`config.mk`:
```
export PLATFORM = sky130hd
export DESIGN_NAME = fpu_mul_post_flat
export DESIGN_NICKNAME = d
export VERILOG_FILES = /design/src/rtl/fpu_mul_post_if.sv /design/src/rtl/fpu_mul_post.sv /design/src/flat_wrapper.sv
export SDC_FILE = /design/constraint.sdc
export NUM_CORES = 1
export LEC_CHECK = 0
export CORE_MARGIN = 2
export CORE_UTILIZATION = 46
export CTS_CLUSTER_SIZE = 30
export DETAILED_ROUTE_END_ITERATION = 12
export GPL_TIMING_DRIVEN = 0
export PLACE_DENSITY = 0.79
export SKIP_CTS_REPAIR_TIMING = 1
export SLEW_MARGIN = 20
export SYNTH_ARGS = -nofsm -noshare
export SYNTH_HDL_FRONTEND = slang
export SYNTH_SLANG_ARGS = --single-unit
```
`constraint.sdc`:
```
create_clock -name clk -period 4.4 [get_ports clk]
set_clock_uncertainty 0.2 [all_clocks]
set_input_delay 0.66 -clock clk [delete_from_list [all_inputs] [get_ports clk]]
set_output_delay 0.66 -clock clk [all_outputs]
set_load 0.02 [all_outputs]
```
`src/rtl/fpu_mul_post_if.sv`:
```
// Bus bundle for the post-multiply normalize/round stage.
// The master side issues operations and supplies the product. The slave side
// (the fpu_mul_post stage) returns the packed result and the exception flags.
interface fpu_mul_post_if;
    logic        in_valid;
    logic        sign_in;
    logic [9:0]  exp_in;
    logic [1:0]  rmode;
    logic [47:0] prod;
    logic        out_valid;
    logic [31:0] out;
    logic        ovf;
    logic        unf;
    logic        inexact;

    modport master (
        output in_valid, sign_in, exp_in, rmode, prod,
        input  out_valid, out, ovf, unf, inexact
    );

    modport slave (
        input  in_valid, sign_in, exp_in, rmode, prod,
        output out_valid, out, ovf, unf, inexact
    );
endinterface

```
`src/rtl/fpu_mul_post.sv`:
```
// fpu_mul_post: normalize, round and pack stage behind the 2-cycle 24x24
// mantissa multiplier. Sign, exponent and rounding mode ride a 2-entry side
// pipeline so that they line up with the product. The result is registered
// one cycle later, so a result appears 3 cycles after issue.
// Optional feature: define FPU_MUL_POST_FLAGS_EN to build the ovf/unf/inexact
// flag logic. Without it the flags are tied to 0 and the packed result is
// unchanged.
module fpu_mul_post (
    input  logic         clk,
    input  logic         reset,
    fpu_mul_post_if.slave bus
);

    typedef enum logic [1:0] {
        RM_RNE = 2'd0,
        RM_RZ  = 2'd1,
        RM_RUP = 2'd2,
        RM_RDN = 2'd3
    } rmode_t;

    typedef struct packed {
        logic       valid;
        logic       sign;
        logic [9:0] exp;
        logic [1:0] rmode;
    } side_t;

    side_t       s1_q, s1_d, s2_q, s2_d;
    logic        out_valid_q, out_valid_d;
    logic [31:0] out_q, out_d;

    logic [22:0]        frac;
    logic               guard;
    logic               sticky;
    logic               incr;
    logic [23:0]        rounded;
    logic signed [9:0]  e_norm;
    logic signed [9:0]  e_fin;
    logic               is_zero;
    logic               is_unf;
    logic               is_ovf;
    logic               away;
    logic [31:0]        result;
    rmode_t             mode;

    // Side pipeline advance: stage 1 samples the issue, stage 2 lines up with prod
    always_comb begin
        s1_d       = '0;
        s1_d.valid = bus.in_valid;
        s1_d.sign  = bus.sign_in;
        s1_d.exp   = bus.exp_in;
        s1_d.rmode = bus.rmode;
        s2_d       = s1_q;
    end

    // Normalize, round and pack the product against the stage-2 side entry
    always_comb begin
        mode    = rmode_t'(s2_q.rmode);
        is_zero = (bus.prod == 48'd0);
        if (bus.prod[47]) begin
            frac   = bus.prod[46:24];
            guard  = bus.prod[23];
            sticky = |bus.prod[22:0];
            e_norm = $signed(s2_q.exp) + 10'sd1;
        end else begin
            frac   = bus.prod[45:23];
            guard  = bus.prod[22];
            sticky = |bus.prod[21:0];
            e_norm = $signed(s2_q.exp);
        end
        case (mode)
            RM_RNE:  incr = guard & (sticky | frac[0]);
            RM_RZ:   incr = 1'b0;
            RM_RUP:  incr = ~s2_q.sign & (guard | sticky);
            default: incr = s2_q.sign & (guard | sticky);
        endcase
        rounded = {1'b0, frac} + {23'd0, incr};
        e_fin   = rounded[23] ? (e_norm + 10'sd1) : e_norm;
        is_unf  = !is_zero && (e_norm <= 10'sd0);
        is_ovf  = !is_zero && !is_unf && (e_fin >= 10'sd255);
        away    = (mode == RM_RNE) ||
                  ((mode == RM_RUP) && !s2_q.sign) ||
                  ((mode == RM_RDN) && s2_q.sign);
        if (is_zero || is_unf) begin
            result = {s2_q.sign, 31'd0};
        end else if (is_ovf) begin
            result = away ? {s2_q.sign, 31'h7F80_0000} : {s2_q.sign, 31'h7F7F_FFFF};
        end else begin
            result = {s2_q.sign, e_fin[7:0], rounded[22:0]};
        end
        out_valid_d = s2_q.valid;
        out_d       = s2_q.valid ? result : out_q;
    end

    // Pipeline registers; reset discards everything in flight
    always_ff @(posedge clk) begin
        if (reset) begin
            s1_q        <= '0;
            s2_q        <= '0;
            out_valid_q <= 1'b0;
            out_q       <= 32'd0;
        end else begin
            s1_q        <= s1_d;
            s2_q        <= s2_d;
            out_valid_q <= out_valid_d;
            out_q       <= out_d;
        end
    end

    assign bus.out_valid = out_valid_q;
    assign bus.out       = out_q;

`ifdef FPU_MUL_POST_FLAGS_EN
    logic ovf_q, ovf_d;
    logic unf_q, unf_d;
    logic inexact_q, inexact_d;

    // Flags follow the result: updated on a valid stage-2 entry, held otherwise
    always_comb begin
        ovf_d     = ovf_q;
        unf_d     = unf_q;
        inexact_d = inexact_q;
        if (s2_q.valid) begin
            ovf_d     = is_ovf;
            unf_d     = is_unf;
            inexact_d = !is_zero && (is_ovf || is_unf || guard || sticky);
        end
    end

    // Flag registers
    always_ff @(posedge clk) begin
        if (reset) begin
            ovf_q     <= 1'b0;
            unf_q     <= 1'b0;
            inexact_q <= 1'b0;
        end else begin
            ovf_q     <= ovf_d;
            unf_q     <= unf_d;
            inexact_q <= inexact_d;
        end
    end

    assign bus.ovf     = ovf_q;
    assign bus.unf     = unf_q;
    assign bus.inexact = inexact_q;
`else
    assign bus.ovf     = 1'b0;
    assign bus.unf     = 1'b0;
    assign bus.inexact = 1'b0;
`endif

endmodule
```
`src/flat_wrapper.sv`:
```
// flat-port wrapper written by rule: the top's interface ports become plain ports
module fpu_mul_post_flat 
  (clk, reset, bus_in_valid, bus_sign_in, bus_exp_in, bus_rmode, bus_prod, bus_out_valid, bus_out, bus_ovf, bus_unf, bus_inexact);
  fpu_mul_post_if bus_i ();
  input  logic clk;
  input  logic reset;
  input wire logic [$bits(bus_i.in_valid)-1:0] bus_in_valid;
  input wire logic [$bits(bus_i.sign_in)-1:0] bus_sign_in;
  input wire logic [$bits(bus_i.exp_in)-1:0] bus_exp_in;
  input wire logic [$bits(bus_i.rmode)-1:0] bus_rmode;
  input wire logic [$bits(bus_i.prod)-1:0] bus_prod;
  output wire logic [$bits(bus_i.out_valid)-1:0] bus_out_valid;
  output wire logic [$bits(bus_i.out)-1:0] bus_out;
  output wire logic [$bits(bus_i.ovf)-1:0] bus_ovf;
  output wire logic [$bits(bus_i.unf)-1:0] bus_unf;
  output wire logic [$bits(bus_i.inexact)-1:0] bus_inexact;
  assign bus_i.in_valid = bus_in_valid;
  assign bus_i.sign_in = bus_sign_in;
  assign bus_i.exp_in = bus_exp_in;
  assign bus_i.rmode = bus_rmode;
  assign bus_i.prod = bus_prod;
  assign bus_out_valid = bus_i.out_valid;
  assign bus_out = bus_i.out;
  assign bus_ovf = bus_i.ovf;
  assign bus_unf = bus_i.unf;
  assign bus_inexact = bus_i.inexact;
  fpu_mul_post u_core (.clk(clk), .reset(reset), .bus(bus_i));
endmodule
```
# Yosys cells after proc, flatten, opt, wreduce, memory -nomap -nowiden
# Cells that the tools add are included.
# totals
output_inout_bits,36
inputBits,64
wordCells,48
reg_bits,61
# classes
n_eq_ne,3
reduce_logical,15
bitwise,6
order_cmp,2
n_addsub,3
muxes,9
# ops
op,count
two-way mux 31 bit,2
logical NOT 48 bit,1
adder 23 x 1 -> 24 bit,1
two-way mux 24 bit,1
two-way mux 23 bit,1
OR reduction 23 bit,1
OR reduction 22 bit,1
"adder 10 x 2 -> 10 bit, second input constant",2
two-way mux 10 bit,2
">= comparator 10 x 9 -> 1 bit, second input constant",1
"less-or-equal comparator 10 x 1 -> 1 bit, second input constant",1
logical AND 1 bit,5
"== test 2 bit, second input constant",2
bitwise AND 1 bit,3
logical NOT 1 bit,3
logical OR 1 bit,3
case mux 1 bit (3 select lines),1
"== test 2 x 1 -> 1 bit, second input constant",1
logical NOT 2 bit,1
two-way mux 1 bit,2
OR 1 bit,2
NOT 1 bit,1

# Longest topological paths before layout
# logic_depth
ltp_word,11
ltp_mapped,19
mapped_depth_nobuf,15

# Worst setup path before layout
# OpenSTA, ideal clock, no wires.
# synth_path
path_type,input port to flip-flop
start,input port bus_prod[47]
end,register u_core.out_q[10] (netlist: u_core.bus.out[10])
path_buffers,5
slack_ns,-0.261
setup_time_ns,0.152
stages,18
t_required_ns,4.048
arrival_time_ns,4.310
path_cell_list,buf_6 -> buf_4 -> clkbuf_1 -> clkbuf_1 -> mux2_2 -> and2_1 -> o31ai_1 -> nand2_1 -> ha_1 -> nand2_1 -> nor4b_4 -> nand4b_2 -> nor4_2 -> nor3_2 -> o41a_4 -> o211ai_4 -> buf_6 -> a221oi_2
# synth_via
elab_chain_len,10
word_cells_on_any_way,24
classes_between,add/sub (2); order compare (2); mux (8); bitwise (5); reduce/logical (7)
# synth_rtl
item,line_no,text
start: declaration,flat_wrapper.sv:11,input wire logic [$bits(bus_i.prod)-1:0] bus_prod;
two-way mux 1 bit or two-way mux 23 bit (tied branches),fpu_mul_post.sv:60,if (bus.prod[47]) begin
"OR 1 bit, on equally long branches","fpu_mul_post.sv:74, fpu_mul_post.sv:75, fpu_mul_post.sv:72",
"bitwise AND 1 bit, on equally long branches","fpu_mul_post.sv:75, fpu_mul_post.sv:74, fpu_mul_post.sv:72",
case mux 1 bit (3 select lines),fpu_mul_post.sv:71,case (mode)
adder 23 x 1 -> 24 bit,fpu_mul_post.sv:77,"rounded = {1'b0, frac} + {23'd0, incr};"
two-way mux 10 bit,fpu_mul_post.sv:78,e_fin = rounded[23] ? (e_norm + 10'sd1) : e_norm;
>= comparator 10 x 9 -> 1 bit,fpu_mul_post.sv:80,is_ovf = !is_zero && !is_unf && (e_fin >= 10'sd255);
logical AND 1 bit,fpu_mul_post.sv:80,
two-way mux 31 bit,fpu_mul_post.sv:86,end else if (is_ovf) begin
two-way mux 31 bit (*),fpu_mul_post.sv:84,if (is_zero || is_unf) begin
end signal: assignment,fpu_mul_post.sv:106,out_q <= out_d;
end: declaration,fpu_mul_post.sv:30,"logic [31:0] out_q, out_d;"
# Every way passes the cells marked *; elsewhere a longest branch is shown, timed or not.
# A chain may end at the register's enable or synchronous reset.

# Worst setup path in the final report
# layout_path
start,input port bus_prod[13]
end,register u_core.out_q[12] (netlist: u_core.bus.out[12])
# layout_via
elab_chain_len,11
word_cells_on_any_way,21
classes_between,add/sub (1); order compare (1); mux (5); bitwise (5); reduce/logical (9)
# layout_rtl
item,line_no
OR reduction 23 bit or OR reduction 22 bit (tied branches),"fpu_mul_post.sv:63, fpu_mul_post.sv:68"
two-way mux 1 bit,fpu_mul_post.sv:60
"OR 1 bit, on equally long branches","fpu_mul_post.sv:74, fpu_mul_post.sv:75, fpu_mul_post.sv:72"
"bitwise AND 1 bit, on equally long branches","fpu_mul_post.sv:75, fpu_mul_post.sv:74, fpu_mul_post.sv:72"
case mux 1 bit (3 select lines),fpu_mul_post.sv:71
adder 23 x 1 -> 24 bit,fpu_mul_post.sv:77
two-way mux 10 bit,fpu_mul_post.sv:78
>= comparator 10 x 9 -> 1 bit,fpu_mul_post.sv:80
logical AND 1 bit,fpu_mul_post.sv:80
two-way mux 31 bit,fpu_mul_post.sv:86
two-way mux 31 bit (*),fpu_mul_post.sv:84
# Marks and branches as above.

==> impl_metrics.json <==
{
  "outcome": "completed",
  "swShare_pct": 30.6,
  "layout_commonest_cell": "clkdlybuf4s50_1",
  "netSwitchingPower_mw": 0.434,
  "final_cell_mix": "82 x clkdlybuf4s50_1, 61 x dfxtp_1, 57 x nand2_1",
  "gp_congestion": 0.930,
  "initialDrtViolationCount": 186,
  "p_leak_nw": 2.12,
  "path_max_fanout": 8,
  "hp-class": "reg -> reg",
  "cts_buffer_depth": 2,
  "dp_hpwl_mm": 9.09,
  "dp_slack_ps": -867,
  "setup_slack_ps": 114,
  "antenna_found_initial": 0,
  "grt_max_degree": 13,
  "die_h_um": 99,
  "critPathKind": "in -> reg",
  "dieArea_um2": 9800,
  "antennaDiodeCount": 0,
  "ys_ff_latch": 61,
  "postSynthCellCount": 495,
  "slew_headroom_pct": 48.1,
  "synth_edf_count": 0,
  "synth_ff_type": "dfxtp_1",
  "worst_r2r_path_depth": 16,
  "hold_depth": 1,
  "internal_power_mw": 0.984,
  "synth_seq_area_share_pct": 29.4,
  "ant_nets": 0,
  "start_util_pct": 47.6,
  "finalNetCount": 675,
  "power_frac_comb_pct": 22.4,
  "cts_sinks": 61,
  "cts_root_buffer": "clkbuf_8",
  "portBuffers": 87,
  "crit_required_ps": 4400,
  "vias_per_cell": 5.88,
  "p_per_area_nw_per_um2": 248,
  "grt_pass1_vias": 3949,
  "syn_avg_cell_area_um2": 8.39,
  "drt_wl_total_mm": 12.3,
  "slew_violations": 0,
  "synth_area_um2": 4150,
  "cts-buffers-inserted": 9,
  "ys_warn_count": 0,
  "grt.total_usage_pct": 24.5,
  "finalSetupTns_ps": 0,
  "area_growth_pct": 37.8,
  "grt_pass1_wl_mm": 19.2,
  "drt-pass1-iter-count": 5,
  "cp.arrival_ps": 4290,
  "yosys-top-cells-area": "dfxtp_1 29%, a221oi_2 6.9%, nand2_1 5.3%",
  "critPathLaunchType": "input pin",
  "vias": 4222,
  "synth_top_area_share_pct": 29.4,
  "p_seq_share_pct": 41.2,
  "total_power_mw": 1.42,
  "max_freq_mhz": 233,
  "die_x_um": 99,
  "worstSkewPairLatency_ps": 350,
  "clkTransAtPathRegs_ps": 70,
  "core_area_um2": 8720,
  "cts.htree.levels": 3,
  "vdd_drop_max_v": 0.000168,
  "async_flop_share_pct": 0,
  "worst_pin_slew_ps": 779,
  "drc_errors": 0,
  "synth_largest_area_cell": "dfxtp_1",
  "worstSetupEndpointType": "flip-flop",
  "clockPowerShare_pct": 36.4,
  "overflow": 0,
  "hold_violations": 0,
  "fin_crit_sh_pct": 97.4,
  "num_io_pins": 100,
  "setup_viol": 0,
  "maxCapViolations": 0,
  "period_minus_slack_ps": 4290,
  "drive_above_1_share_pct": 16.6,
  "synthDistinctLibCells": 65,
  "cts_tree": "done",
  "rows": 34,
  "avgRoutedWirePerCell_um": 17.2
}
## per-layer routing
metal / global-route usage [%] / part of all wire (%) / vias up
li1: - / - / 2033
met1: 31.4 / 42 / 1965
met2: 40.4 / 48 / 197
met3: 4.54 / 6.8 / 27
met4: 10.3 / 2.3 / 0
met5: 0 / 0 / -
## state kept, by name, summed over array words and instances, names as in the netlist
register	cells
u_core.bus.out_valid	1
u_core.bus.out	32
u_core.out_valid_d	1
u_core.s2_q	11
u_core.s1_q	14
u_core.mode	2
## power by group through the flow
stage	combinational, mW	sequential, mW	clock (mW)
after floorplan	0.164	0.604	0
after global placement	0.284	0.595	0
after detailed placement	0.289	0.597	0
after CTS	0.291	0.584	0.517
after global routing	0.339	0.587	0.548
final	0.318	0.584	0.517
## through the flow
stage,cells,hold WS (ps),util (%),cell area (um2)
2_1_floorplan,497,214,-,4160
3_5_place_dp,692,223,59.3,5170
6_report,718,240,65.6,5720
3_3_place_gp,692,219,59.3,5170
4_1_cts,708,243,61.5,5370
5_1_grt,718,260,65.6,5720
## Yosys cell counts, drive strengths merged (2+ instances only)
cell type / instances
a211oi: 6
nand4: 7
and3: 9
o31ai: 2
a41oi: 2
mux2: 4
clkbuf: 20
buf: 20
o211ai: 4
a21boi: 3
and4: 2
o31a: 3
a32o: 2
dfxtp: 61
nor4b: 2
nor2b: 35
nand2b: 5
ha: 6
nor3: 9
and2: 8
inv: 12
nor2: 23
o311ai: 2
a311oi: 3
a2111oi: 2
o21a: 5
a22o: 6
nand2: 60
or4: 2
nand4b: 2
o21ai: 17
mux2i: 14
o41a: 2
nand3: 23
a32oi: 2
a31oi: 3
nor4: 14
xnor2: 22
xor2: 10
a21oi: 28
a221oi: 24
## layout make-up
class | instances | area [um2]
buffer | 37 | 224
clock buffer | 9 | 124
clock inverter | 7 | 73.8
fill | 728 | 3000
inverter | 12 | 45.0
multi-input combinational | 384 | 2870
sequential | 61 | 1220
tap | 108 | 135
timing repair buffer | 100 | 1030
## cells by family (layout without fill, tap and decap cells)
logic type | count (synthesis) | count (layout) | synth area share, %
buf+inv | 52 | 165 | 6.27
flops | 61 | 61 | 29.4
fa+ha+maj | 6 | 6 | 1.81
simple gates | 203 | 203 | 26.4
xor+xnor | 32 | 32 | 6.75
other cells | 1 | 3 | 0.0903
mux | 18 | 18 | 4.46
compound gates | 122 | 122 | 24.8
## path summary, 6_finish.rpt
| kind | endpoint | slack [ps] | from |
|---|---|---|---|
| max | u_core.bus.out[12] | 110 | bus_prod[13] |
| min | u_core.mode[1] | 240 | u_core.s1_q[1] |
| max reg2reg | u_core.bus.out[12] | 360 | u_core.mode[1] |
| min reg2reg | u_core.mode[1] | 240 | u_core.s1_q[1] |
## critical path, stage by stage
cell	delay, ps
clkdlybuf4s50_1	390
or4_1	390
or4_4	580
o311ai_4	230
nand2_2	100
ha_4	190
nand2_4	80
nor4b_4	90
and3_4	250
a21oi_4	160
a21oi_4	60
o41a_4	520
o211ai_4	200
buf_12	170
clkbuf_16	150
a221oi_2	60
No activity file was read; power rests on OpenSTA's default activity.
